<file path="src/rtl/spi_cfg_pkg.sv">
// Shared types and constants for the on-chip SPI configuration master.
package spi_cfg_pkg;

   typedef enum logic [2:0] {
      ST_IDLE  = 3'd0,
      ST_SETUP = 3'd1,
      ST_HIGH  = 3'd2,
      ST_LOW   = 3'd3,
      ST_HOLD  = 3'd4,
      ST_GAP   = 3'd5
   } spi_state_t;

   localparam int   FRAME_W   = 16;
   localparam logic SPI_WRITE = 1'b1;

   localparam logic [6:0] ADDR_EN_OUT_7_0  = 7'h00;
   localparam logic [6:0] ADDR_EN_OUT_15_8 = 7'h01;
   localparam logic [6:0] ADDR_EN_PWM_7_0  = 7'h02;
   localparam logic [6:0] ADDR_EN_PWM_15_8 = 7'h03;
   localparam logic [6:0] ADDR_PWM_DUTY    = 7'h04;

   function automatic logic [FRAME_W-1:0] make_frame(input logic [6:0] addr, input logic [7:0] data);
      return {SPI_WRITE, addr, data};
   endfunction

endpackage

</file>
<file path="src/rtl/spi_rr_arb2.sv">
// Two-way round-robin arbiter; the pointer remembers the last accepted port.
module spi_rr_arb2 (
   input  logic       clk,
   input  logic       rst_n,
   input  logic [1:0] i_req,
   input  logic       i_accept,
   output logic [1:0] o_grant
);

   logic r_last;

   always_comb begin
      o_grant = 2'b00;
      case (i_req)
         2'b01:   o_grant = 2'b01;
         2'b10:   o_grant = 2'b10;
         2'b11:   o_grant = r_last ? 2'b01 : 2'b10;
         default: o_grant = 2'b00;
      endcase
   end

   // Reset value 1 makes port 0 the winner of the first tie.
   always_ff @(posedge clk or negedge rst_n) begin
      if (!rst_n) begin
         r_last <= 1'b1;
      end else if (i_accept) begin
         r_last <= o_grant[1];
      end
   end

endmodule

</file>
<file path="src/rtl/spi_cfg_master.sv">
// SPI master that serialises arbitrated register writes as 16-bit frames.
// Handshake: reqN_ready is high in IDLE (outside the done cycle) when port N holds the grant; a write transfers when valid && ready.
module spi_cfg_master
   import spi_cfg_pkg::*;
#(
   parameter int CLK_DIV = 4,
   parameter int CS_GAP  = 8
) (
   input  logic       clk,
   input  logic       rst_n,
   input  logic       req0_valid,
   input  logic [6:0] req0_addr,
   input  logic [7:0] req0_data,
   output logic       req0_ready,
   input  logic       req1_valid,
   input  logic [6:0] req1_addr,
   input  logic [7:0] req1_data,
   output logic       req1_ready,
   output logic       busy,
   output logic       done,
   output logic       done_id,
   output logic       sclk,
   output logic       ncs,
   output logic       sdi,
   output logic [2:0] o_dbg_state
);

   if (CLK_DIV < 3 || CLK_DIV > 255) begin : g_bad_clk_div
      $error("spi_cfg_master: CLK_DIV must be in 3..255");
   end
   if (CS_GAP < 4 || CS_GAP > 65535) begin : g_bad_cs_gap
      $error("spi_cfg_master: CS_GAP must be in 4..65535");
   end

   localparam logic [15:0] DIV_LAST = 16'(CLK_DIV - 1);
   localparam logic [15:0] GAP_LAST = 16'(CS_GAP - 1);

   spi_state_t         r_state, w_state_nxt;
   logic [15:0]        r_cnt, w_cnt_nxt;
   logic [3:0]         r_bit, w_bit_nxt;
   logic [FRAME_W-1:0] r_frame, w_frame_nxt;
   logic               r_id, w_id_nxt;
   logic               r_sclk, r_ncs, r_sdi, r_busy, r_done, r_done_id;
   logic               w_sclk_nxt, w_ncs_nxt, w_sdi_nxt, w_busy_nxt, w_done_nxt;
   logic [1:0]         w_grant;
   logic               w_can_accept, w_accept, w_div_end, w_gap_end;

   spi_rr_arb2 u_arb (
      .clk      (clk),
      .rst_n    (rst_n),
      .i_req    ({req1_valid, req0_valid}),
      .i_accept (w_accept),
      .o_grant  (w_grant)
   );

   // The done cycle is idle but closed, so back-to-back frames are spaced by one extra cycle.
   assign w_can_accept = (r_state == ST_IDLE) && !r_done;
   assign req0_ready   = w_can_accept && w_grant[0];
   assign req1_ready   = w_can_accept && w_grant[1];
   assign w_accept     = (req0_valid && req0_ready) || (req1_valid && req1_ready);
   assign w_div_end    = (r_cnt == DIV_LAST);
   assign w_gap_end    = (r_cnt == GAP_LAST);

   always_comb begin
      w_state_nxt = r_state;
      w_cnt_nxt   = r_cnt + 16'd1;
      w_bit_nxt   = r_bit;
      w_frame_nxt = r_frame;
      w_id_nxt    = r_id;
      w_done_nxt  = 1'b0;
      case (r_state)
         ST_IDLE: begin
            w_cnt_nxt = '0;
            if (w_accept) begin
               w_state_nxt = ST_SETUP;
               w_bit_nxt   = '0;
               w_id_nxt    = w_grant[1];
               w_frame_nxt = w_grant[1] ? make_frame(req1_addr, req1_data)
                                        : make_frame(req0_addr, req0_data);
            end
         end
         ST_SETUP: begin
            if (w_div_end) begin
               w_state_nxt = ST_HIGH;
               w_cnt_nxt   = '0;
            end
         end
         ST_HIGH: begin
            if (w_div_end) begin
               w_cnt_nxt = '0;
               if (r_bit == 4'd15) begin
                  w_state_nxt = ST_HOLD;
               end else begin
                  w_state_nxt = ST_LOW;
                  w_bit_nxt   = r_bit + 4'd1;
                  w_frame_nxt = {r_frame[FRAME_W-2:0], 1'b0};
               end
            end
         end
         ST_LOW: begin
            if (w_div_end) begin
               w_state_nxt = ST_HIGH;
               w_cnt_nxt   = '0;
            end
         end
         ST_HOLD: begin
            if (w_div_end) begin
               w_state_nxt = ST_GAP;
               w_cnt_nxt   = '0;
            end
         end
         ST_GAP: begin
            if (w_gap_end) begin
               w_state_nxt = ST_IDLE;
               w_cnt_nxt   = '0;
               w_done_nxt  = 1'b1;
            end
         end
         default: begin
            w_state_nxt = ST_IDLE;
            w_cnt_nxt   = '0;
         end
      endcase
      // Pins are registered from the next state so they switch with the state itself.
      w_sclk_nxt = (w_state_nxt == ST_HIGH);
      w_ncs_nxt  = (w_state_nxt == ST_IDLE) || (w_state_nxt == ST_GAP);
      w_sdi_nxt  = w_ncs_nxt ? 1'b0 : w_frame_nxt[FRAME_W-1];
      w_busy_nxt = (w_state_nxt != ST_IDLE);
   end

   always_ff @(posedge clk or negedge rst_n) begin
      if (!rst_n) begin
         r_state   <= ST_IDLE;
         r_cnt     <= '0;
         r_bit     <= '0;
         r_frame   <= '0;
         r_id      <= 1'b0;
         r_sclk    <= 1'b0;
         r_ncs     <= 1'b1;
         r_sdi     <= 1'b0;
         r_busy    <= 1'b0;
         r_done    <= 1'b0;
         r_done_id <= 1'b0;
      end else begin
         r_state   <= w_state_nxt;
         r_cnt     <= w_cnt_nxt;
         r_bit     <= w_bit_nxt;
         r_frame   <= w_frame_nxt;
         r_id      <= w_id_nxt;
         r_sclk    <= w_sclk_nxt;
         r_ncs     <= w_ncs_nxt;
         r_sdi     <= w_sdi_nxt;
         r_busy    <= w_busy_nxt;
         r_done    <= w_done_nxt;
         r_done_id <= w_done_nxt ? r_id : r_done_id;
      end
   end

   assign sclk        = r_sclk;
   assign ncs         = r_ncs;
   assign sdi         = r_sdi;
   assign busy        = r_busy;
   assign done        = r_done;
   assign done_id     = r_done_id;
   assign o_dbg_state = r_state;

endmodule

</file>
<file path="config.mk">
export PLATFORM = sky130hd
export DESIGN_NAME = spi_cfg_master
export DESIGN_NICKNAME = d
export VERILOG_FILES = /design/src/rtl/spi_cfg_pkg.sv /design/src/rtl/spi_rr_arb2.sv /design/src/rtl/spi_cfg_master.sv
export SDC_FILE = /design/constraint.sdc
export NUM_CORES = 1
export LEC_CHECK = 0
export ABC_AREA = 1
export BUFFER_PORTS_ARGS = -buffer_cell sky130_fd_sc_hd__buf_2
export CORE_MARGIN = 3
export CORE_UTILIZATION = 50
export DETAILED_ROUTE_END_ITERATION = 12
export PLACE_DENSITY = 0.81
export SYNTH_ARGS = -nofsm -noshare
export SYNTH_HDL_FRONTEND = slang
export SYNTH_SLANG_ARGS = --single-unit
export TNS_END_PERCENT = 30
</file>
<file path="constraint.sdc">
create_clock -name clk -period 1.49 [get_ports clk]
set_input_delay 0 -clock clk [delete_from_list [all_inputs] [get_ports clk]]
set_output_delay 0 -clock clk [all_outputs]
set_load 0.1 [all_outputs]
</file>
* Yosys cells after proc, flatten, opt, wreduce, memory -nomap -nowiden
Index checks and enable logic that the tools add are counted.
Word-level totals: register bits after elaboration 47, input bits 34, output and inout bits 11, logic and storage cells 71
Cells by class: add/sub/neg operators 2, equality and inequality tests 16, muxes and demuxes 24, reduce and logical (&&, ||, !) cells 16
Operators with widths (count):
- 2-to-1 mux 16 bit | 5
- case mux 16 bit (2 select lines) | 2
- 2-to-1 mux 3 bit | 6
- adder 16 x 1 -> 16 bit, second input constant | 1
- equality test 16 x 2 -> 1 bit, second input constant | 1
- equality test 16 x 3 -> 1 bit, second input constant | 1
- 2-to-1 mux 15 bit | 1
- case mux 3 bit (5 select lines) | 1
- 2-to-1 mux 4 bit | 3
- equality test 3 x 2 -> 1 bit, second input constant | 3
- equality test 3 bit, second input constant | 3
- case mux 4 bit (2 select lines) | 1
- logical NOT 3 bit | 2
- case mux 2 bit (3 select lines) | 1
- logical AND 1 bit | 5
- adder 4 x 1 -> 4 bit, second input constant | 1
- equality test 2 bit, second input constant | 2
- equality test 4 bit, second input constant | 1
- inequality test 2 bit, second input constant | 2
- AND reduction 4 bit | 1
- OR reduction 4 bit | 1
- equality test 3 x 1 -> 1 bit, second input constant | 1
- 2-to-1 mux 1 bit | 3
- nonzero test 3 bit | 1
- 8 further kinds | 9

* Logic depth before layout (Yosys ltp)
Gate-level depths: netlist of run 1.
depth after elaboration 10, mapped depth 11, depth with buffers taken out 11

* Cells and area by module
From an unflattened synthesis of run 1, not the netlist that was laid out.
Second synthesis, totals: cell total of the unflattened synthesis 304, area total of the unflattened synthesis 2519.9 sq um
By module, submodules not included:
- spi_cfg_master | times used 1, cells an instance 295, area an instance 2456.1 sq um, sequential area each 1152.4 sq um
- spi_rr_arb2 | times used 1, cells an instance 9, area an instance 63.8 sq um, sequential area each 26.3 sq um

* Worst setup path after synthesis of run 1
OpenSTA, ideal clock, no wires.
kind flip-flop to flip-flop, start register r_state[2], in the netlist o_dbg_state[2], end register r_id, library setup time 0.094 ns, arrival 2.798 ns, data required time 1.396 ns, slack -1.402 ns, stages on the path, launching flop included 8, buffers on the path 0, clock period less this slack 2.892 ns, path through dfrtp_1 -> nor2_1 -> nand2_1 -> inv_1 -> nand2_1 -> nor2_1 -> inv_1 -> o21ai_0
Between the ends: cells in the longest elaborated chain, start to end 6, elaborated cells between the ends (all ways) 8, those cells by class reduce/logical (8)
RTL lines:
- from (decl) | RTL line spi_cfg_master.sv:38 | spi_state_t r_state, w_state_nxt;
- from (signal assigned) | RTL line spi_cfg_master.sv:145 | r_state <= w_state_nxt;
- logical NOT 3 bit | RTL line spi_cfg_master.sv:57 | assign w_can_accept = (r_state == ST_IDLE) && !r_done;
- logical AND 1 bit | RTL line spi_cfg_master.sv:57
- logical AND 1 bit | RTL line spi_cfg_master.sv:59 | assign req1_ready = w_can_accept && w_grant[1];
- via req1_ready | RTL line spi_cfg_master.sv:18 | output logic req1_ready,
- logical AND 1 bit | RTL line spi_cfg_master.sv:60 | assign w_accept = (req0_valid && req0_ready) || (req1_valid && req1_ready);
- logical OR 1 bit | RTL line spi_cfg_master.sv:60
- AND reduction 2 bit (no source line)
- to (signal assigned) | RTL line spi_cfg_master.sv:149 | r_id <= w_id_nxt;
- to (decl) | RTL line spi_cfg_master.sv:42 | logic r_id, w_id_nxt;
The timed path passes the listed nets, and every way through them passes these cells. A chain may end at the register's enable or synchronous reset.

* Worst setup path in the final report of run 1
start register r_cnt[0], end register r_bit[3]
Between the ends: cells in the longest elaborated chain, start to end 3
RTL lines:
- from (decl) | RTL line spi_cfg_master.sv:39 | logic [15:0] r_cnt, w_cnt_nxt;
- from (signal assigned) | RTL line spi_cfg_master.sv:146 | r_cnt <= w_cnt_nxt;
- equality test 16 x 2 -> 1 bit | RTL line spi_cfg_master.sv:61 | assign w_div_end = (r_cnt == DIV_LAST);
- inequality test 2 bit (no source line)
- AND reduction 4 bit (no source line)
- to (signal assigned) | RTL line spi_cfg_master.sv:147 | r_bit <= w_bit_nxt;
- to (decl) | RTL line spi_cfg_master.sv:40 | logic [3:0] r_bit, w_bit_nxt;
Every way passes these cells.

==> results by group, run 1 <==
Worst setup path
  • Data required time of the worst path: 1690 ps
  • Crit end category: flop
  • R2R depth: 8
  • Data arrival, critical path: 1880 ps
  • Worst setup SP type: flop
  • Critical Path Fanout Max: 4
  • Crit Path Category: reg -> reg
  • Register-to-Register Setup Slack: -190 ps
  • Setup crit end: r_bit[3]
  • Critical path origin: r_cnt[0]
  • Reg2reg end: r_bit[3]
  • Reg2reg start: r_cnt[0]

Hold path
  • Type of the most critical hold path: in -> reg
  • Hold path start: req1_addr[1]

Logic synthesis
  • Post-Synthesis Net Count: 329
  • Synth cell types: 36
  • Synthesized area: 2510 um2
  • Seq/Total Area, Yosys: 47.0%
  • Syn avg cell area: 8.57 um2
  • Ys Warns: 0
  • Cells after synthesis: 293
  • Seq cells post-synth: 47

Final layout
  • Final cell count without fillers: 465
  • Finished Core Util: 76.5%
  • Area occupied by multi-input gates: 1360 um2
  • Nets: 433
  • Final Cell Area: 3660 um2
  • Layout area overhead: 45.8%
  • Reg area: 1190 um2
  • Fillers: 287
  • Share of cells above drive strength 1: 46.5%
  • # diodes: 0

Placement
  • Number of port buffers: 44
  • DP Area: 3110 um2
  • Post-placement cell count: 431
  • Gpl congestion: 0.868
  • Pre-CTS WS: -107 ps
  • HPWL Detailed: 4.10 mm

Timing
  • Crit path time final: 1680 ps
  • Slew headroom: 65.3%
  • Worst Skew: 9.69 ps
  • Final hold violation count: 0
  • F_max: 0.597 GHz
  • # setup viols final: 43
  • PnR worst setup slack: -186 ps
  • Hold_ws: 1.09 ps
  • Slew Viols, Final: 0
  • TNS Setup: -3550 ps
  • RSZ-0062 raised after global routing: yes
  • Post-route clock period utilization: 112%
  • Worst-Margin Slew: 514 ps

Floorplan
  • Die area: 5910 um2
  • Core ar.: 4790 um2
  • Site row count: 25
  • Initial core utilization: 52.4%
  • # IOs: 45
  • Die span in y: 76.9 um
  • Die W: 76.9 um

Power
  • Sw power: 0.549 mW
  • Gate power share: 6.4%
  • Lkg Pwr: 1.73 nW
  • Int Pwr: 1.73 mW
  • Sequential Power Share: 56.2%
  • VDD IR max: 0.512 mV
  • Power share of the clock group: 37.4%
  • Total chip power: 2.28 mW
  • Switching power share of the total: 24.1%
  • PwrDens: 622 nW/um2

Clock tree
  • Total CTS buffers: 5
  • Skew-Pair Late Insertion Delay: 310 ps
  • CTS root buf: clkbuf_8
  • CTS tree: done
  • Clk slew on worst S/H paths: 100 ps
  • Num Clock Sinks: 47
  • H-tree Lvls: 2
  • Max clock buf depth: 2

Routing
  • Met3 routed WL: 356 um
  • DR WL met2: 3.81 mm
  • Post-route DRC: 0
  • Drt wl/cell: 15.7 um
  • Vias per cell: 5.38
  • Met1 WL: 2.84 mm
  • DR vias: 2501
  • Drt first pass iters: 4
  • DRT antenna net count: 0
  • DRT iter0 DRCs: 142
  • Uppermost layer routed: met4
  • Drt total wl: 7.29 mm

Global route
  • Initial antenna violation count: 0
  • Vias in the first global route: 2393
  • Gr ovfl total: 0
  • Largest net degree at the start of global routing: 48
  • First-pass GRT wire length: 10.8 mm
  • GRT Util Overall: 22.7%

Flow run
  • Max Cap Violations: 0

Outcome
  • Status: finished with violations
  • Violations in the final reports: negative setup slack
## worst max-delay path, stage by stage, from the launching register on
cell,delay [ps]
dfrtp_1,450
ha_4,200
nand2_2,100
nor2_8,140
nand4_4,160
nand2_4,170
nand2_1,100
o21ai_1,170
a21oi_1,70
## cells in the mapped netlist
cell	instances	area [um2]
a21boi_0	1	7.51
a21oi_1	13	65.1
a21oi_2	1	8.76
a31oi_1	1	6.26
buf_2	3	15.0
buf_6	1	11.3
clkbuf_1	1	3.75
dfrtp_1	45	1130
dfstp_2	2	52.6
ha_1	2	25.0
inv_1	41	154
inv_2	2	7.51
inv_4	1	6.26
nand2_1	43	161
nand2_2	14	87.6
nand2_4	2	22.5
nand3_1	10	50.1
nand4_1	1	6.26
nand4_4	1	21.3
nor2_1	50	188
nor2_2	2	12.5
nor2_4	2	22.5
nor2_8	1	20.0
nor3_1	4	20.0
nor3_2	1	10.0
nor4_2	1	12.5
o211ai_4	1	21.3
o21a_1	1	7.51
o21ai_0	22	110
o21ai_1	1	5.00
o21bai_1	1	7.51
o221ai_1	5	43.8
o221ai_2	9	135
o22ai_1	2	12.5
xnor2_1	2	17.5
xor2_1	3	26.3
## layout make-up
cell class | instances | share of cell area (%)
sequential | 47 | 32.6
inverter | 44 | 4.85
clock inverter | 2 | 0.444
timing repair inverter | 1 | 0.205
clock buffer | 6 | 2.26
timing repair buffer | 101 | 20.2
tap | 67 | 2.29
multi-input combinational | 197 | 37.2
## worst min-delay path by stage
| stage | endpoint | slack [ps] | cells past startpoint |
|---|---|---|---|
| 6_report | r_frame[9] | 1 | 3 |
| 5_1_grt | r_frame[9] | 20 | 3 |
| 4_1_cts | r_frame[12] | 10 | 3 |
| 3_5_place_dp | r_id | 1 | 2 |
| 3_3_place_gp | r_id | 0.4 | 2 |
| 2_1_floorplan | busy | -300 | 0 |
## placed cells by master, fill, tap and decap left out, types with 2 or more instances in the layout
master         count
buf_2             42
nor2_1            41
dfrtp_1           41
buf_4             39
inv_1             36
nand2_1           29
nand2_2           22
o21ai_0           19
dlygate4sd3_1     13
a21oi_1           11
o221ai_2          10
nor2_4             8
nand2_4            8
nand3_1            6
clkbuf_8           6
nor2_2             5
nor3_2             5
inv_2              5
o221ai_1           4
dfrtp_4            4
buf_6              4
nand3_2            3
xor2_1             3
buf_12             3
inv_4              2
o21ai_2            2
a21oi_2            2
o22ai_1            2
o21ai_1            2
ha_4               2
clkinvlp_4         2
dfstp_2            2
## flip-flops by register name, indices dropped and copies added, names as in the netlist
signal,count
sdi,1
u_arb.r_last,1
busy,1
ncs,1
sclk,1
done,1
r_bit,4
r_cnt,16
o_dbg_state,3
done_id,1
r_id,1
r_frame,16
## per-layer routing
layer	up-vias	global-route usage, %
met2	108	38.4
met4	0	10.7
met5	-	0
met1	1193	27.9
li1	1167	-
met3	33	4.46
## logic make-up after synthesis
logic type | Yosys count | share of synthesized area, %
flops | 47 | 47.0
fa+ha+maj | 2 | 0.997
xor+xnor | 5 | 1.75
simple gates | 132 | 25.3
buf+inv | 49 | 7.88
compound gates | 58 | 17.1
## timing repair
item                                    CTS  global route
hold endpoints to repair                 59             0
buffers inserted                          6             6
pin swaps                                10            15
endpoints found under the setup margin   41            42
cloned                                    1             0
hold buffers                             13             0
resized for setup                        23            37
## power groups by stage
stage / Clock [mW] / Combinational (mW) / Sequential [mW]
final: 0.850 / 0.147 / 1.28
after global routing: 0.906 / 0.163 / 1.28
after CTS: 0.843 / 0.144 / 1.28
after detailed placement: 0 / 0.117 / 1.30
after global placement: 0 / 0.117 / 1.30
after floorplan: 0 / 0.0302 / 1.30
Power figures use the tool's default switching activity.
==> run 2: changes to the inputs <==
CELL_PAD_IN_SITES_DETAIL_PLACEMENT = 0   (was not set)
CELL_PAD_IN_SITES_GLOBAL_PLACEMENT = 1   (was not set)
CORE_UTILIZATION = 37   (was 50)
PLACE_DENSITY = 0.8   (was 0.81)
==> run 2 against run 1 <==
Effect of this change:
- the run ends with negative hold slack, negative setup slack left
- non-clock buffer count up 5
- power down 0.88%
- clock power down 2%
- worst setup slack better by 110 ps
- core utilization down 19 points
- largest power group unchanged
- cell area up 1.9%
- register-to-register slack better by 110 ps
- combinational power about the same
- highest routed layer unchanged
- clock skew down 1.2 ps
- hold slack worse by 8.6 ps
- sequential share of layout area down 0.61 points
- global-route usage down 6.6 points
==> results by group, run 2 (synthesized netlist as in run 1, its figures left out) <==
Worst setup path
  • CP delay by family, top: flip-flops
  • Critical Path Fanout Max: 3 (-1)
  • Reg2reg end: sdi
  • Critical path origin: o_dbg_state[2]
  • R2R depth: 10 (+2)
  • Data required time of the worst path: 1490 ps (-200 ps)
  • Crit end category: primary output
  • Worst setup SP type: flop
  • Critical path, cell by cell: nor2_4 -> nand2_2 -> inv_2 -> buf_6 -> nand2_4 -> nor2_4 -> buf_12
  • Slowest CP cell: dfrtp_4
  • Reg2reg start: r_cnt[15]
  • Crit Path Category: reg -> out
  • Setup crit end: req1_ready
  • Crit-path max cell delay: 500 ps (+50 ps)
  • Critical path's most frequent cell: nor2_4
  • Data arrival, critical path: 1560 ps (-320 ps)
  • Crit path buffers/inverters: 3 (+3)
  • Register-to-Register Setup Slack: -70 ps (+110 ps)
  • Cell count along the critical path: 7 (-1)

Final layout
  • Layout area overhead: 48.6%
  • Share of cells above drive strength 1: 48.4% (+1.9 points)
  • Commonest non-fill, non-tap cell in the layout: buf_4
  • Nets: 440 (+1.6%)
  • Commonest non-fill, non-tap cells in the layout: 43 x buf_4, 42 x buf_2, 41 x dfrtp_1
  • Top Registers: r_cnt x16, r_frame x16, r_bit x4
  • Fillers: 602 (+110%)
  • # diodes: 0 (unchanged)
  • Final cell count without fillers: 482 (+3.7%)

Timing
  • Worst-Margin Slew: 486 ps (-28.1 ps)
  • Crit path time final: 1560 ps (-114 ps)
  • Hold_ws: -7.46 ps (-8.55 ps)
  • F_max: 0.640 GHz (+7.3%)
  • TNS Setup: -1010 ps (+2540 ps)
  • Post-route clock period utilization: 105% (-7.7 points)
  • # setup viols final: 34 (-21%)
  • RSZ-0062 raised after global routing: yes
  • PnR worst setup slack: -71.3 ps (+114 ps)
  • Worst Skew: 8.54 ps (-1.15 ps)
  • Final hold violation count: 1 (+1)
  • Slew Viols, Final: 0 (unchanged)
  • Slew headroom: 67.8% (+2.5 points)

Global route
  • Vias in the first global route: 2269 (-5.2%)
  • Initial antenna violation count: 0 (unchanged)
  • First-pass GRT wire length: 9.89 mm (-8.0%)
  • Largest net degree at the start of global routing: 32 (-33%)
  • GRT Util Overall: 16.1% (-6.6 points)
  • Gr ovfl total: 0 (unchanged)

Placement
  • Post-placement cell count: 450 (+4.4%)
  • Pre-CTS WS: -71.6 ps (+35.3 ps)
  • Gpl congestion: 0.822 (-5.4%)
  • HPWL Detailed: 4.26 mm (+3.9%)
  • Number of port buffers: 44 (unchanged)

Floorplan
  • # IOs: 45 (unchanged)
  • Core ar.: 6460 um2 (+35%)
  • Site row count: 29 (+16%)
  • Die W: 88.4 um (+15%)
  • Initial core utilization: 38.9% (-14 points)
  • Die area: 7810 um2 (+32%)
  • Die span in y: 88.4 um (+15%)

Clock tree
  • CTS tree: done
  • Total CTS buffers: 5 (unchanged)
  • Clk slew on worst S/H paths: 90 ps (about the same)
  • Skew-Pair Late Insertion Delay: 310 ps (about the same)
  • Num Clock Sinks: 47 (unchanged)
  • Max clock buf depth: 2 (unchanged)
  • CTS root buf: clkbuf_8
  • H-tree Lvls: 2 (unchanged)

Power
  • Int Pwr: 1.73 mW (about the same)
  • VDD IR max: 0.321 mV (-37%)
  • Power share of the clock group: 36.9% (-0.5 points)
  • Gate power share: 6.4% (about the same)
  • Sw power: 0.529 mW (-3.6%)
  • Switching power share of the total: 23.5% (-0.66 points)
  • PwrDens: 605 nW/um2 (-2.7%)
  • Lkg Pwr: 1.76 nW (+1.5%)
  • Sequential Power Share: 56.7% (+0.5 points)
  • Total chip power: 2.26 mW (-0.88%)

Outcome
  • Status: finished with violations
  • Violations in the final reports: negative hold slack, negative setup slack

Routing
  • DRT iter0 DRCs: 69 (-51%)
  • Post-route DRC: 0 (unchanged)
  • Drt wl/cell: 12.9 um (-18%)
  • Drt total wl: 6.23 mm (-15%)
  • Vias per cell: 4.81 (-11%)
  • Drt first pass iters: 4 (unchanged)
  • DRT antenna net count: 0 (unchanged)
  • DR vias: 2320 (-7.2%)

Flow run
  • Max Cap Violations: 0 (unchanged)

Hold path
  • Type of the most critical hold path: in -> reg
[run 2: cell types whose count changed in the layout (fill, tap and decap cells not counted), sizes merged]
| cell | before | now |
|---|---|---|
| dlygate4sd3 | 13 | 12 |
| buf | 88 | 94 |
| clkinv | 1 | 2 |
| clkinvlp | 2 | 1 |
| inv | 44 | 46 |
[run 2: worst min-delay path by stage]
stage / end / startpoint / cells past startpoint / slack, ps
after CTS: r_frame[5] / req1_data[5] / 3 / 8
after global placement: r_frame[5] / rst_n / 1 / -40
after detailed placement: r_frame[5] / rst_n / 1 / -40
after global routing: r_frame[2] / req1_data[2] / 3 / 20
final: r_frame[5] / req1_data[5] / 3 / -7
after floorplan: busy / rst_n / 0 / -300
[run 2: what timing repair did]
item                                   4_1_cts  5_1_grt
endpoints found under the hold margin       57        0
gates resized for setup                     29       38
hold buffers                                12        0
setup buffers                                3        8
pin swaps                                   20       12
gates cloned                                 2        1
setup endpoints to repair                   33       45
[run 2: layout make-up]
cell class	count	area (um2)	share of cell area, %
tap	77	96.3	2.58
clock inverter	2	16.3	0.436
sequential	47	1190	32.0
multi-input combinational	197	1360	36.4
clock buffer	6	82.6	2.21
inverter	44	180	4.83
timing repair buffer	106	781	20.9
timing repair inverter	3	21.3	0.570
[run 2: tightest hold or removal path, cell delays in order]
cell	delay (ps)
buf_2	70
nor2_1	40
o221ai_2	150
[run 2: metrics by stage]
stage          instance area (um2)  util, %
3_5_place_dp                  3190     49.3
4_1_cts                       3520     54.5
2_1_floorplan                 2560        -
3_3_place_gp                  3190     49.3
6_report                      3730     57.7
5_1_grt                       3730     57.7
[run 2: power groups by stage]
stage,Combinational [mW],Clock (mW),Sequential (mW)
6_report,0.145,0.832,1.28
5_1_grt,0.162,0.894,1.28
4_1_cts,0.146,0.857,1.28
3_5_place_dp,0.122,0,1.30
3_3_place_gp,0.121,0,1.30
2_1_floorplan,0.0302,0,1.30
[run 2: routing by layer]
metal | vias up | wire length (um) | track usage (%)
met5 | - | 0 | 0
li1 | 1178 | - | -
met3 | 7 | 148 | 2.14
met4 | 0 | 93 | 6.46
met2 | 39 | 3090 | 25.3
met1 | 1096 | 2890 | 22.5
